[src/rtl/cpt_updown_bcd_ndigits.sv]
// Cascaded NB_DIGITS up/down counter, each digit modulo RADIX, with load, clear,
// wrap/saturate end-of-range handling, terminal count and sticky overflow.

// Checks that no digit of the count ever leaves the 0..RADIX-1 range.
module cpt_updown_bcd_ndigits_chk #(
   parameter int NB_DIGITS = 4,
   parameter int RADIX     = 10,
   parameter int DIGIT_W   = 4
) (
   input logic                           Clk,
   input logic                           Reset,
   input logic [NB_DIGITS*DIGIT_W-1:0]   Cpt
);

   // Digit range check after every edge outside reset.
   always @(posedge Clk) begin
      if (!Reset) begin
         for (int i = 0; i < NB_DIGITS; i++) begin
            assert (int'(Cpt[i*DIGIT_W +: DIGIT_W]) < RADIX)
               else $error("digit %0d out of range: %0d", i, Cpt[i*DIGIT_W +: DIGIT_W]);
         end
      end
   end

endmodule

module cpt_updown_bcd_ndigits #(
   parameter int NB_DIGITS = 4,
   parameter int RADIX     = 10,
   parameter int DIGIT_W   = 4,
   parameter int SATURATE  = 0
) (
   input  logic                           Clk,
   input  logic                           Reset,
   input  logic                           Clear,
   input  logic                           Load,
   input  logic [NB_DIGITS*DIGIT_W-1:0]   LoadVal,
   input  logic                           En,
   input  logic                           Sens,
   output logic [NB_DIGITS*DIGIT_W-1:0]   Cpt,
   output logic                           Tc,
   output logic                           Ovf
);

   localparam int W = NB_DIGITS * DIGIT_W;
   localparam logic [DIGIT_W-1:0] DIG_MAX  = DIGIT_W'(RADIX - 1);
   localparam logic [DIGIT_W-1:0] DIG_ZERO = {DIGIT_W{1'b0}};
   localparam logic [DIGIT_W-1:0] DIG_ONE  = DIGIT_W'(1);

   logic [W-1:0] cpt_r;
   logic         ovf_r;
   logic [W-1:0] up_s;
   logic [W-1:0] dn_s;
   logic [W-1:0] load_clamp_s;
   logic         at_max_s;
   logic         at_min_s;

   // Digits beyond the modulus are forced to the largest legal digit.
   function automatic logic [DIGIT_W-1:0] clamp_digit(input logic [DIGIT_W-1:0] d);
      if (d > DIG_MAX) begin
         return DIG_MAX;
      end else begin
         return d;
      end
   endfunction

   function automatic logic [DIGIT_W-1:0] inc_digit(input logic [DIGIT_W-1:0] d);
      if (d == DIG_MAX) begin
         return DIG_ZERO;
      end else begin
         return d + DIG_ONE;
      end
   endfunction

   function automatic logic [DIGIT_W-1:0] dec_digit(input logic [DIGIT_W-1:0] d);
      if (d == DIG_ZERO) begin
         return DIG_MAX;
      end else begin
         return d - DIG_ONE;
      end
   endfunction

   // Single-cycle ripple: a digit steps only when every lower digit is at its limit.
   always_comb begin
      logic                carry_v;
      logic                borrow_v;
      logic [DIGIT_W-1:0]  dig_v;
      up_s     = cpt_r;
      dn_s     = cpt_r;
      carry_v  = 1'b1;
      borrow_v = 1'b1;
      for (int i = 0; i < NB_DIGITS; i++) begin
         dig_v = cpt_r[i*DIGIT_W +: DIGIT_W];
         if (carry_v) begin
            up_s[i*DIGIT_W +: DIGIT_W] = inc_digit(dig_v);
         end else begin
            up_s[i*DIGIT_W +: DIGIT_W] = dig_v;
         end
         if (borrow_v) begin
            dn_s[i*DIGIT_W +: DIGIT_W] = dec_digit(dig_v);
         end else begin
            dn_s[i*DIGIT_W +: DIGIT_W] = dig_v;
         end
         carry_v  = carry_v & (dig_v == DIG_MAX);
         borrow_v = borrow_v & (dig_v == DIG_ZERO);
      end
      at_max_s = carry_v;
      at_min_s = borrow_v;
   end

   // Per-digit clamp of the load value.
   always_comb begin
      load_clamp_s = {W{1'b0}};
      for (int i = 0; i < NB_DIGITS; i++) begin
         load_clamp_s[i*DIGIT_W +: DIGIT_W] = clamp_digit(LoadVal[i*DIGIT_W +: DIGIT_W]);
      end
   end

   // Count state: Reset > Clear > Load > En; wrap already falls out of the ripple.
   always_ff @(posedge Clk) begin
      if (Reset) begin
         cpt_r <= {W{1'b0}};
         ovf_r <= 1'b0;
      end else if (Clear) begin
         cpt_r <= {W{1'b0}};
         ovf_r <= 1'b0;
      end else if (Load) begin
         cpt_r <= load_clamp_s;
         ovf_r <= 1'b0;
      end else if (En) begin
         if (!Sens) begin
            if (at_max_s) begin
               ovf_r <= 1'b1;
               cpt_r <= (SATURATE != 0) ? cpt_r : up_s;
            end else begin
               cpt_r <= up_s;
            end
         end else begin
            if (at_min_s) begin
               ovf_r <= 1'b1;
               cpt_r <= (SATURATE != 0) ? cpt_r : dn_s;
            end else begin
               cpt_r <= dn_s;
            end
         end
      end else begin
         cpt_r <= cpt_r;
         ovf_r <= ovf_r;
      end
   end

   // Terminal count is combinational so it can feed the next stage's En directly.
   always_comb begin
      if (En && !Reset && !Clear && !Load) begin
         Tc = Sens ? at_min_s : at_max_s;
      end else begin
         Tc = 1'b0;
      end
   end

   assign Cpt = cpt_r;
   assign Ovf = ovf_r;

   cpt_updown_bcd_ndigits_chk #(
      .NB_DIGITS (NB_DIGITS),
      .RADIX     (RADIX),
      .DIGIT_W   (DIGIT_W)
   ) u_chk (
      .Clk   (Clk),
      .Reset (Reset),
      .Cpt   (cpt_r)
   );

endmodule
[config.mk]
export PLATFORM = sky130hd
export DESIGN_NAME = cpt_updown_bcd_ndigits
export DESIGN_NICKNAME = d
export VERILOG_FILES = /design/src/rtl/cpt_updown_bcd_ndigits.sv
export SDC_FILE = /design/constraint.sdc
export NUM_CORES = 1
export LEC_CHECK = 0
export ABC_AREA = 1
export ABC_CLOCK_PERIOD_IN_PS = 1200
export CORE_MARGIN = 4
export CORE_UTILIZATION = 43
export DETAILED_ROUTE_END_ITERATION = 8
export PLACE_DENSITY_LB_ADDON = 0.2
export SETUP_SLACK_MARGIN = 0.2
export SLEW_MARGIN = 40
export SYNTH_ARGS = -nofsm -noshare
export SYNTH_HDL_FRONTEND = slang
export SYNTH_HIERARCHICAL = 1
export SYNTH_SLANG_ARGS = --single-unit
[constraint.sdc]
create_clock -name Clk -period 1.2 [get_ports Clk]
set_input_delay 0.12 -clock Clk [delete_from_list [all_inputs] [get_ports Clk]]
set_output_delay 0.12 -clock Clk [all_outputs]
set_load 0.01 [all_outputs]
# After elaboration in Yosys (flattened, before gate mapping)
# Cells that the tools add are included.
totals:
  out_inout_bits: 18
  elab_cells: 78
  register_bits: 17
classes:
  n_mux: 26
  magnitude_cmp: 4
  add_sub_neg: 8
  reduce_logical: 21
  n_bitwise: 6
  eq_ne: 8
op_table:
  columns: ["operator", "n"]
  rows:
  - ["4-bit 2-to-1 mux", 18]
  - ["16-bit 2-to-1 mux", 3]
  - ["4-bit by 1-bit adder with 4-bit output, second input constant", 4]
  - ["4-bit == test, second input constant", 4]
  - ["4-bit > comparator, second input constant", 4]
  - ["4-bit logical NOT", 4]
  - ["4-bit by 1-bit subtractor with 4-bit output, second input constant", 4]
  - ["3-bit AND reduction", 4]
  - ["3-bit by 2-bit inequality test with 1-bit output, second input constant", 3]
  - ["3-bit nonzero test", 3]
  - ["1-bit bitwise AND", 6]
  - ["1-bit 2-to-1 mux", 5]
  - ["2-bit nonzero test", 2]
  - ["1-bit logical AND", 3]
  - ["1-bit logical NOT", 3]
  - ["3-bit OR reduction", 1]
  - ["2-bit by 1-bit inequality test with 1-bit output, second input constant", 1]
  - ["2-bit OR reduction", 1]

# Logic depth before layout (Yosys ltp)
depth:
  ltp_word: 7
  mapped_depth: 10
  mapped_depth_nobuf: 10

# Worst setup path after synthesis
# No wires, ideal clock.
synth_path:
  path_type: "register to register"
  from: "register cpt_r[7], in the netlist Cpt[7]"
  to: "register cpt_r[11], in the netlist Cpt[11]"
  stages_incl_launch_ff: 10
  setup_time_ns: 0.113
  period_less_slack_ns: 1.292
  setup_slack_ns: -0.092
  t_arrival_ns: 1.178
  t_required_ns: 1.087
  path_cell_list: "dfxtp_1 -> inv_2 -> nor2_4 -> nand2_1 -> nand2_2 -> nand3_2 -> nor2_4 -> inv_2 -> nor2_1 -> nor2_1"
synth_between:
  elab_chain_len: 4
  elab_cells_between_ends: 7
synth_lines:
  columns: ["element", "line", "rtl"]
  rows:
  - ["from (decl)", "50", "logic [W-1:0] cpt_r;"]
  - ["from (signal assigned)", "122", "cpt_r <= {W{1'b0}};"]
  - ["from (signal assigned)", "125", "cpt_r <= {W{1'b0}};"]
  - ["from (signal assigned)", "128", "cpt_r <= load_clamp_s;"]
  - ["4-bit logical NOT or 4-bit == test (tied branches)", "105, 104", null]
  - ["1-bit bitwise AND (on tied branches)", "105, 104", null]
  - ["3-bit by 2-bit inequality test with 1-bit output (no source line) or 3-bit nonzero test (tied branches)", null, null]
  - ["3-bit AND reduction (no source line) *", null, null]
# Mark *: on every way between the ends. The rest lies on a longest branch, timed or not.
# A chain may end at the register's enable or synchronous reset.

# Worst setup path after layout
layout_path:
  from: "register cpt_r[10], in the netlist Cpt[10]"
  to: "output Tc"
layout_between:
  elab_chain_len: 5
  elab_cells_between_ends: 8
layout_lines:
  columns: ["element", "line", "rtl"]
  rows:
  - ["4-bit == test or 4-bit logical NOT (tied branches)", "104, 105", null]
  - ["1-bit bitwise AND (on tied branches) (2 in series)", "104, 105", null]
  - ["1-bit 2-to-1 mux *", "155", "Tc = Sens ? at_min_s : at_max_s;"]
  - ["1-bit 2-to-1 mux *", "154", "if (En && !Reset && !Clear && !Load) begin"]
  - ["to (decl)", "41", "output logic Tc,"]
# Marked as above.

==> out/results.txt <==
The analysis attributes to net switching a power of 0.793 mW. The type of the worst setup path was register to primary output. The post-synthesis sequential area ratio came out at 0.217. The yosys synthesis warning count was 6; the average size of a mapped cell was 5.79 um2. The worst-case IR drop observed on VDD is 646 uV. Number of buffer cells added on primary ports: 39. In this run the cell area of the synthesized design comes to 1570 um2. The uppermost layer routed was met4. Count of unresolved DRC violations after routing: 0. The tightest hold path in the finished design has a slack of 405 ps.

The first routing iteration left 221 violations. Summed over all nets, wire length on met2 after detailed routing comes to 3580 um. The die is 68.4 um tall.

No sink is reached through more buffers than the 2 on the longest clock path. The die covers 4680 um2. The run gives 271 as the post-synthesis instance total. Entering global routing, the biggest net connects 18 pins.

The top cell type by total area after synthesis is sky130_fd_sc_hd__dfxtp_1. The number of search-and-repair iterations in the first detailed-routing pass was 5. After the last flow step, the layout net total stands at 407. The logs give 0.771 for the normalized max-slew margin and 1 for the H-tree depth. The top-area cell type share of the netlist area works out to 0.217. TritonCTS built the clock tree. Between clock sinks in the finished design, the worst skew comes to 5.81 ps.

Clock-pin slew was measured on the worst setup and hold paths at 110 ps. Dividing the detail-routed wire length by the instance count gives 17.6 um. The data arrival time of the worst path was 1630 ps; the measured slew at the worst slew-check pin was 340 ps. The total overflow left after global routing is 0. Yosys attributes the largest share of cell area to sky130_fd_sc_hd__dfxtp_1 22%, sky130_fd_sc_hd__nand2_1 15%, sky130_fd_sc_hd__nor2_1 9.6%. The clock drives 17 sinks. The first global-routing pass estimated 8960 um of wire.

Prior to clock tree synthesis, the placed netlist has a worst setup slack of -606 ps. Detailed routing inserted a total of 2445 vias. After synthesis the netlist holds a flip-flop and latch count of 17. The path class of the lowest-slack min-delay path is input port to register. The worst setup path is captured at a primary output. The share of async-settable or async-resettable flops after synthesis was 0. The logs give 0 for the number of antenna-violating nets in the routed design and 3720 um for the half-perimeter wire length after detailed placement. The ratio of cells with drive above 1 in the final layout is 0.477, and the post-layout minimum cycle time is 1750 ps.

In this run the count of I/O pins placed on the die edge is 40. The clock reaches the later pin of the worst-skew pair after 310 ps. The switching part of the total power is 0.394.

The tools report the clock share of power as 0.171. The worst setup path is launched from a register. Sequential share of power: 0.314. For this design the static power due to leakage is 1.47 nW. In this run the core area contains 21 standard-cell rows. In the detailed route, the total length drawn on met3 is 797 um.

The width of the die is 68.4 um, and the minimum setup slack in the final design is -548 ps. TritonCTS created 3 clock buffers. The final reports fail on setup timing. The worst register-to-register path has a depth of 11. Once placement finished, the instance area stood at 2480 um2. The power density over the cells works out to 683 nW/um2.

The achievable clock frequency was 572 MHz. The finished layout holds 430 standard cells, fillers aside. The finished cells cover 2950 um2.

For the overall global routing resource usage, the log shows 0.253. The cell count after placement is 409. The primary flip-flop cell chosen by synthesis mapping was sky130_fd_sc_hd__dfxtp_1. The leading cell type by number of instances after synthesis was sky130_fd_sc_hd__nand2_1. The repair_antennas step left the layout with diodes totalling 0.

Max-cap violations in this run came to 0. For the part of the power in combinational logic, the log shows 0.515. The number of global-route vias before repair was 2112.

The area added between synthesis and finish was 88.0%. The commonest cells after synthesis are 62 x sky130_fd_sc_hd__nand2_1, 40 x sky130_fd_sc_hd__nor2_1, 33 x sky130_fd_sc_hd__inv_1. The cell sitting at the root of the clock tree is a sky130_fd_sc_hd__clkbuf_4. For the worst setup path, the data required time is 1080 ps. For the initial antenna violation count, the log shows 0. Setup repair after global routing could not meet its margin everywhere. Via density per instance: 5.69.

Count of endpoints failing setup in the final report: 18. Final-report hold violation count: 0. The flow ran to the end, but the final reports show violations. In this run the worst path has a maximum fanout of 3. Along the worst hold path, the cell count comes to 4.

The congestion estimate from routability-driven global placement came to 0.882. Internal power comes to 1.22 mW. The net count after synthesis came out at 293.

In the final routing, the length of wire on met1 measures 2710 um. Number of enable-type register cells in the synthesized netlist: 0. The logs give 7560 um for the routed wire length and 196 for the fill cell instance count of the final layout. The tools report the number of unique standard cell types used by synthesis as 26. The final worst-path cycle share came out at 1.46. The tools report the count of pins over their slew limit as 0. For the initial cell density of the core, the log shows 0.459. The region available for standard cell placement spans 3420 um2.
==> registers in the layout, indices dropped and copies added (netlist names) <==
register and cells:
Cpt 16, Ovf 1
==> worst max-delay path: stages (launching register included) <==
cell and delay (ps):
sky130_fd_sc_hd__dfxtp_2 360, sky130_fd_sc_hd__inv_2 90, sky130_fd_sc_hd__nand3b_1 170, sky130_fd_sc_hd__nor2_2 160, sky130_fd_sc_hd__nand3_1 120, sky130_fd_sc_hd__nand2_1 110, sky130_fd_sc_hd__nand3_2 130, sky130_fd_sc_hd__inv_2 90
sky130_fd_sc_hd__buf_6 100
==> through the flow <==
| step | power [mW] | util | TNS, ps |
|---|---|---|---|
| final | 2.01 | 0.863 | -6470 |
| after global routing | 2.10 | 0.863 | -7490 |
| after CTS | 1.81 | 0.813 | -3160 |
| after detailed placement | 1.40 | 0.726 | -6760 |
| after global placement | 1.39 | 0.726 | -6760 |
| after floorplan | 1.03 | - | 0 |
==> power by group through the flow <==
stage | registers (mW) | logic (mW) | clock network, mW
5_1_grt | 0.634 | 1.10 | 0.366
6_report | 0.631 | 1.04 | 0.345
2_1_floorplan | 0.657 | 0.378 | 0
4_1_cts | 0.621 | 0.860 | 0.331
3_3_place_gp | 0.632 | 0.758 | 0
3_5_place_dp | 0.634 | 0.767 | 0
==> path summary, 6_finish.rpt <==
check	startpoint	end	slack (ps)
max	Cpt[10]$_SDFFE_PP0P_	Tc	-550
min	Sens	Ovf$_SDFFE_PP0P_	410
max reg2reg	Cpt[0]$_SDFFE_PP0P_	Cpt[10]$_SDFFE_PP0P_	-530
min reg2reg	Ovf$_SDFFE_PP0P_	Ovf$_SDFFE_PP0P_	550
==> what timing repair did <==
action	CTS	global route
setup endpoints to repair	35	35
buffers inserted	11	6
resized for setup	131	41
hold buffers	0	0
pin swaps	21	22
==> layout by cell type (no fill, tap or decap), types with 2 or more instances in the layout <==
| cell | n |
|---|---|
| sky130_fd_sc_hd__xor2_1 | 2 |
| sky130_fd_sc_hd__nand2_8 | 2 |
| sky130_fd_sc_hd__dfxtp_4 | 9 |
| sky130_fd_sc_hd__o21ai_2 | 5 |
| sky130_fd_sc_hd__a211oi_1 | 2 |
| sky130_fd_sc_hd__nor2_4 | 13 |
| sky130_fd_sc_hd__inv_1 | 28 |
| sky130_fd_sc_hd__nand4_1 | 3 |
| sky130_fd_sc_hd__buf_4 | 45 |
| sky130_fd_sc_hd__buf_6 | 45 |
| sky130_fd_sc_hd__nand2_4 | 6 |
| sky130_fd_sc_hd__nor2_2 | 8 |
| sky130_fd_sc_hd__inv_4 | 3 |
| sky130_fd_sc_hd__nand3_1 | 26 |
| sky130_fd_sc_hd__o211ai_1 | 3 |
| sky130_fd_sc_hd__a21oi_2 | 3 |
| sky130_fd_sc_hd__nand3_4 | 3 |
| sky130_fd_sc_hd__nand2_1 | 52 |
| sky130_fd_sc_hd__a21oi_1 | 12 |
| sky130_fd_sc_hd__dlygate4sd2_1 | 2 |
| sky130_fd_sc_hd__dfxtp_2 | 8 |
| sky130_fd_sc_hd__nand2_2 | 9 |
| sky130_fd_sc_hd__clkbuf_4 | 3 |
| sky130_fd_sc_hd__nand3_2 | 3 |
| sky130_fd_sc_hd__o21ai_0 | 11 |
| sky130_fd_sc_hd__inv_2 | 13 |
| sky130_fd_sc_hd__nor2_1 | 31 |
| sky130_fd_sc_hd__o21ai_1 | 7 |
| sky130_fd_sc_hd__clkdlybuf4s50_1 | 19 |
==> cell type report <==
type                    count  area (um2)  area share
multi-input cells         206        1230       0.417
repair buffers            113        1080       0.365
flip-flops and latches     17         384       0.130
inverters                  44         173      0.0586
well taps                  46        57.6      0.0195
clock buffers               4        26.3     0.00891
==> metal layers <==
layer	global-route usage	up-vias
li1	-	1094
met1	0.293	1106
met2	0.447	192
met3	0.0443	53
met4	0.117	0
met5	0	-
==> logic make-up after synthesis <==
family / Yosys count / share of synthesized area
DFF: 17 / 0.217
xor gates and xnor gates: 2 / 0.0112
and+or+nand+nor: 161 / 0.499
AOI/OAI and AO/OA: 43 / 0.145
buffers and inverters: 48 / 0.128
(Power assumes the default switching activity.)
